==> src/rtl/spi_dac_pkg.sv <==
// spi_dac_pkg: shared widths and state encoding for the SPI DAC receiver.
package spi_dac_pkg;
    localparam int FRAME_BITS_DEFAULT = 16;
    localparam int ERR_CNT_W = 8;
    typedef enum logic [1:0] {IDLE = 2'd0, SHIFT = 2'd1, DONE = 2'd2} state_t;
endpackage

==> src/rtl/spi_pin_sync.sv <==
// spi_pin_sync: multi-flop synchronizer with history flop and registered edge strobes.
module spi_pin_sync #(
    parameter int   SYNC_STAGES = 2,
    parameter logic RST_VAL     = 1'b0
) (
    input  logic i_Clk,
    input  logic i_Rst,
    input  logic i_pin,
    output logic o_level,
    output logic o_rise,
    output logic o_fall
);
    logic [SYNC_STAGES-1:0] sync_q, sync_d;
    logic hist_q, hist_d, rise_q, rise_d, fall_q, fall_d;
    always_comb begin
        sync_d = {sync_q[SYNC_STAGES-2:0], i_pin};
        hist_d = sync_q[SYNC_STAGES-1];
        rise_d = hist_d & ~hist_q;
        fall_d = ~hist_d & hist_q;
    end
    always_ff @(posedge i_Clk) begin
        if (i_Rst) begin
            sync_q <= {SYNC_STAGES{RST_VAL}};
            hist_q <= RST_VAL;
            rise_q <= 1'b0;
            fall_q <= 1'b0;
        end else begin
            sync_q <= sync_d;
            hist_q <= hist_d;
            rise_q <= rise_d;
            fall_q <= fall_d;
        end
    end
    assign o_level = hist_q;
    assign o_rise  = rise_q;
    assign o_fall  = fall_q;
endmodule

==> src/rtl/spi_dac_slave_rx.sv <==
// spi_dac_slave_rx: oversampling SPI responder that captures one FRAME_BITS word per CS_n frame.
module spi_dac_slave_rx
    import spi_dac_pkg::*;
#(
    parameter int FRAME_BITS  = FRAME_BITS_DEFAULT,
    parameter int SYNC_STAGES = 2,
    parameter int CPOL        = 0,
    parameter int CPHA        = 0
) (
    input  logic                  i_Clk,
    input  logic                  i_Rst,
    input  logic                  i_SPI_Clk,
    input  logic                  i_SPI_MOSI,
    input  logic                  i_SPI_CS_n,
    output logic [FRAME_BITS-1:0] o_RX_Word,
    output logic                  o_RX_DV,
    output logic                  o_Frame_Err,
    output logic                  o_Busy,
    output logic [ERR_CNT_W-1:0]  o_Err_Count
);
    localparam int CW = $clog2(FRAME_BITS + 2);
    localparam logic [CW-1:0] FULL = CW'(FRAME_BITS);
    localparam logic [CW-1:0] OVR  = CW'(FRAME_BITS + 1);
    localparam int SW = $clog2(SYNC_STAGES + 3);
    localparam logic [SW-1:0] SETTLE = SW'(SYNC_STAGES + 2);

    logic sclk_level, sclk_rise, sclk_fall;
    logic cs_level, cs_rise, cs_fall;
    logic mosi_sync, mosi_rise, mosi_fall;
    logic sample_edge, armed, good;
    logic unused_pins;
    state_t state_q, state_d;
    logic [CW-1:0] bit_cnt_q, bit_cnt_d;
    logic [SW-1:0] settle_q, settle_d;
    logic [FRAME_BITS-1:0] shift_q, shift_d, rx_word_q, rx_word_d;
    logic rx_dv_q, rx_dv_d, frame_err_q, frame_err_d;
    logic [ERR_CNT_W-1:0] err_cnt_q, err_cnt_d;

    spi_pin_sync #(.SYNC_STAGES(SYNC_STAGES), .RST_VAL(1'(CPOL))) u_sclk (
        .i_Clk(i_Clk), .i_Rst(i_Rst), .i_pin(i_SPI_Clk),
        .o_level(sclk_level), .o_rise(sclk_rise), .o_fall(sclk_fall));
    spi_pin_sync #(.SYNC_STAGES(SYNC_STAGES), .RST_VAL(1'b1)) u_cs (
        .i_Clk(i_Clk), .i_Rst(i_Rst), .i_pin(i_SPI_CS_n),
        .o_level(cs_level), .o_rise(cs_rise), .o_fall(cs_fall));
    spi_pin_sync #(.SYNC_STAGES(SYNC_STAGES), .RST_VAL(1'b0)) u_mosi (
        .i_Clk(i_Clk), .i_Rst(i_Rst), .i_pin(i_SPI_MOSI),
        .o_level(mosi_sync), .o_rise(mosi_rise), .o_fall(mosi_fall));

    assign unused_pins = ^{sclk_level, cs_level, mosi_rise, mosi_fall};
    assign sample_edge = (CPOL != CPHA) ? sclk_fall : sclk_rise;
    // A CS_n already low at reset release shows up as a fake fall while the pipeline refills.
    assign armed = settle_q == SETTLE;
    assign settle_d = armed ? settle_q : settle_q + 1'b1;

    always_comb begin
        state_d = state_q;
        unique case (state_q)
            IDLE:    state_d = (cs_fall && armed) ? SHIFT : IDLE;
            SHIFT:   state_d = cs_rise ? DONE : SHIFT;
            default: state_d = IDLE;
        endcase
    end

    always_comb begin
        bit_cnt_d   = bit_cnt_q;
        shift_d     = shift_q;
        rx_word_d   = rx_word_q;
        rx_dv_d     = 1'b0;
        frame_err_d = 1'b0;
        err_cnt_d   = err_cnt_q;
        good        = bit_cnt_q == FULL;
        if (state_q == IDLE && cs_fall && armed) begin
            bit_cnt_d = '0;
            shift_d   = '0;
        end
        if (state_q == SHIFT && sample_edge && bit_cnt_q != OVR) begin
            bit_cnt_d = bit_cnt_q + 1'b1;
            shift_d   = (bit_cnt_q != FULL) ? {shift_q[FRAME_BITS-2:0], mosi_sync} : shift_q;
        end
        if (state_q == DONE) begin
            rx_word_d   = good ? shift_q : rx_word_q;
            rx_dv_d     = good;
            frame_err_d = !good;
            err_cnt_d   = (good || &err_cnt_q) ? err_cnt_q : err_cnt_q + 1'b1;
        end
    end

    always_ff @(posedge i_Clk) begin
        if (i_Rst) begin
            state_q     <= IDLE;
            settle_q    <= '0;
            bit_cnt_q   <= '0;
            shift_q     <= '0;
            rx_word_q   <= '0;
            rx_dv_q     <= 1'b0;
            frame_err_q <= 1'b0;
            err_cnt_q   <= '0;
        end else begin
            state_q     <= state_d;
            settle_q    <= settle_d;
            bit_cnt_q   <= bit_cnt_d;
            shift_q     <= shift_d;
            rx_word_q   <= rx_word_d;
            rx_dv_q     <= rx_dv_d;
            frame_err_q <= frame_err_d;
            err_cnt_q   <= err_cnt_d;
        end
    end

    assign o_RX_Word   = rx_word_q;
    assign o_RX_DV     = rx_dv_q;
    assign o_Frame_Err = frame_err_q;
    assign o_Busy      = state_q == SHIFT;
    assign o_Err_Count = err_cnt_q;
endmodule

==> config.mk <==
export PLATFORM = sky130hd
export DESIGN_NAME = spi_dac_slave_rx
export DESIGN_NICKNAME = d
export VERILOG_FILES = /design/src/rtl/spi_dac_pkg.sv /design/src/rtl/spi_pin_sync.sv /design/src/rtl/spi_dac_slave_rx.sv
export SDC_FILE = /design/constraint.sdc
export NUM_CORES = 1
export LEC_CHECK = 0
export CELL_PAD_IN_SITES_DETAIL_PLACEMENT = 1
export CELL_PAD_IN_SITES_GLOBAL_PLACEMENT = 2
export CORE_ASPECT_RATIO = 0.75
export CORE_MARGIN = 1.5
export CORE_UTILIZATION = 30
export DETAILED_ROUTE_END_ITERATION = 10
export PLACE_DENSITY = 0.76
export SLEW_MARGIN = 20
export SYNTH_ARGS = -nofsm -noshare
export SYNTH_HDL_FRONTEND = slang
export SYNTH_SLANG_ARGS = --single-unit
==> constraint.sdc <==
create_clock -name i_Clk -period 1.6 [get_ports i_Clk]
set_clock_uncertainty 0.05 [all_clocks]
set_input_delay 0.48 -clock i_Clk [delete_from_list [all_inputs] [get_ports i_Clk]]
set_output_delay 0.48 -clock i_Clk [all_outputs]
set_load 0.01 [all_outputs]
==> impl_metrics.toml <==
[status]
status = "finished, final reports clean"

[logic_synthesis]
synth_cell_type_count = 35
syn_area_sq_um = 2470
yosysTopAreaCell = "dfxtp_1"
synth_edf_count = 0
syn_nets = 277
yosys_warnings = 0
synth.avg_cell_area_sq_um = 9.30
synth_area_leaders = "dfxtp_1 (52%), mux2i_1 (6.9%), a21oi_1 (6.1%)"
async_reset_ff_frac = 0
yosys_most_used_dff = "dfxtp_1"
ys_ff_latch = 64
yosysSeqAreaShare = 0.518
syn-instance-count = 266
synth.top_cell.area_share = 0.518

[sta]
setup_violations = 0
slew_headroom = 0.749
rsz0062_at_grt = "true"
min_period_ps = 1590
worstMarginPinSlew_ps = 376
fin_ws_ps = 11.8
whs_ps = 342
maxSlewViolCount = 0
max_freq_mhz = 630
finalHoldViolCount = 0
timing.final.crit_share = 0.993

[clock_network]
clock-sinks = 64
cts-buffers-inserted = 9
cts_htree_levels = 3
cts_root_buf = "clkbuf_8"
clk_latency_ps = 350
cts.path.max_buffers = 2
cts_hold_buffers = 0
cts_tree = "done"
path_clk_slew_ps = 70

[floorplanning]
fp.dieW_um = 108
chipHeight_um = 81.7
rows = 28
core_area_sq_um = 7950
initial_core_util = 0.311
io-pin-count = 32
die_area_sq_um = 8810

[min_path]
holdCritPathClass = "reg -> reg"

[power]
clkPwrFrac = 0.415
seq_power_share = 0.540
switchingPower_mw = 0.720
powerDensity_nw_per_um2 = 869
power_frac_comb = 0.045
p_leak_nw = 1.35
p_sw_frac = 0.239
irDropWorstVdd_mv = 0.473
p_int_mw = 2.29

[detailed_routing]
wl_um = 6270
via_per_inst = 4.82
vias = 2105
drtIter0Drc = 94
ant_nets = 0
wl_per_cell_um = 14.4
drc_errors = 0
firstDrtPassIters = 4

[final_layout]
antenna_cells = 0
fillers = 921
drive_above_1_share = 0.274
layout.nets = 338
fin_util = 0.435
layout_commonest_cell = "dfxtp_1"
area_growth_pct = 39.8
final_cell_mix = "dfxtp_1 (54), nor2_1 (27), dlygate4sd2_1 (26)"
finalInstanceArea_sq_um = 3460

[grt]
grt_pass1_vias = 2069
grt_pass1_wl_um = 9990
track_usage = 0.151
overflow = 0
antenna_found_initial = 0
grt_max_degree = 30

[setup_path]
crit_type = "reg -> reg"
crit_chain = "nor3b_4, buf_4, a21o_1, buf_6, or3_1, a21oi_2"
critPathSlowestCell = "or3_1"
cp_top_family = "simple AND/OR/NAND/NOR gates"
critical_path_arrival_ps = 1810
slowest_delay_ps = 360
critPathBufInv = 2
worst_setup_path_end_kind = "register"
critPathRequiredTime_ps = 1830
cp-start-kind = "register"
path_max_fanout = 6

[place]
dpl.hpwl_um = 3790
pre_cts_ws_ps = -43.5
dpl-instance-area_sq_um = 3090
port_buffers = 31
place_congestion = 0.742

[flow_run]
cap_violations = 0
[worst register-to-register path: stages (launching register included)]
cell	delay [ps]
dfxtp_2	330
nor3b_4	160
buf_4	140
a21o_1	210
buf_6	140
or3_1	360
a21oi_2	140
[routing by layer]
metal,vias up,global-route usage,share of wire
met4,0,0.0579,0.0088
met5,-,0,0
met3,8,0.0556,0.041
met2,37,0.236,0.47
li1,1051,-,-
met1,1009,0.191,0.48
[layout make-up]
class	instances	area [sq um]	share of cell area
sequential	64	1290	0.374
clock inverter	4	30.0	0.00868
timing repair buffer	60	564	0.163
multi-input combinational	186	1270	0.368
clock buffer	12	145	0.0420
tap	105	131	0.0380
inverter	6	22.5	0.00651
[power groups by stage]
stage / Clock [mW] / Combinational (mW) / Sequential [mW]
floorplan: 0 / 0.0589 / 1.66
global placement: 0 / 0.108 / 1.66
detailed placement: 0 / 0.113 / 1.66
CTS: 1.30 / 0.120 / 1.62
global route: 1.38 / 0.148 / 1.63
finish: 1.25 / 0.135 / 1.63
[cell families (layout without fill, tap and decap cells)]
kind of cell,count (synthesis),count (layout),synth area share
compound gates,41,41,0.0925
xor+xnor,1,1,0.00354
fa+ha+maj,6,6,0.0303
buf+inv,19,82,0.0415
flops,64,64,0.518
mux,18,18,0.0733
simple gates,117,120,0.241
[synthesized netlist by cell type (all sizes together), types with 3 or more instances]
| cell | n |
|---|---|
| clkbuf | 7 |
| nor2b | 12 |
| a21o | 3 |
| mux2i | 17 |
| ha | 6 |
| nand2 | 23 |
| nor3 | 5 |
| nor2 | 27 |
| dfxtp | 64 |
| nand4 | 3 |
| or2 | 6 |
| a21oi | 30 |
| a211oi | 3 |
| buf | 6 |
| nand3 | 26 |
| inv | 6 |
| nand2b | 4 |
[sequential cells by signal, indices dropped and copies added, names as in the netlist, 2 cells and up]
| signal | flops |
|---|---|
| settle_q | 3 |
| o_RX_Word | 16 |
| u_cs.sync_q | 2 |
| bit_cnt_q | 5 |
| shift_q | 16 |
| u_mosi.sync_q | 2 |
| state_q | 2 |
| u_sclk.sync_q | 2 |
| o_Err_Count | 8 |
[through the flow]
stage | TNS, ps | cells | power, mW
2_1_floorplan | 0 | 266 | 1.72
4_1_cts | -353 | 432 | 3.05
3_5_place_dp | -760 | 414 | 1.77
5_1_grt | -522 | 437 | 3.16
3_3_place_gp | -11.1 | 414 | 1.77
6_report | 0 | 437 | 3.01
[final timing paths]
check	startpoint	end	slack, ps	cells past startpoint
worst max-delay path	bit_cnt_q[4]	o_Err_Count[4]	10	6
worst min-delay path	u_sclk.o_level	u_sclk.o_rise	340	1
worst max register to register	bit_cnt_q[4]	o_Err_Count[4]	10	6
worst min register to register	u_sclk.o_level	u_sclk.o_rise	340	1
[what timing repair did]
| item | 4_1_cts | 5_1_grt |
|---|---|---|
| setup buffers | 0 | 4 |
| endpoints found under the hold margin | 0 | 0 |
| endpoints found under the setup margin | 50 | 41 |
| gates cloned | 2 | 2 |
| resized for setup | 44 | 30 |
| pin swaps | 1 | 10 |
No activity file was read; power rests on OpenSTA's default activity.
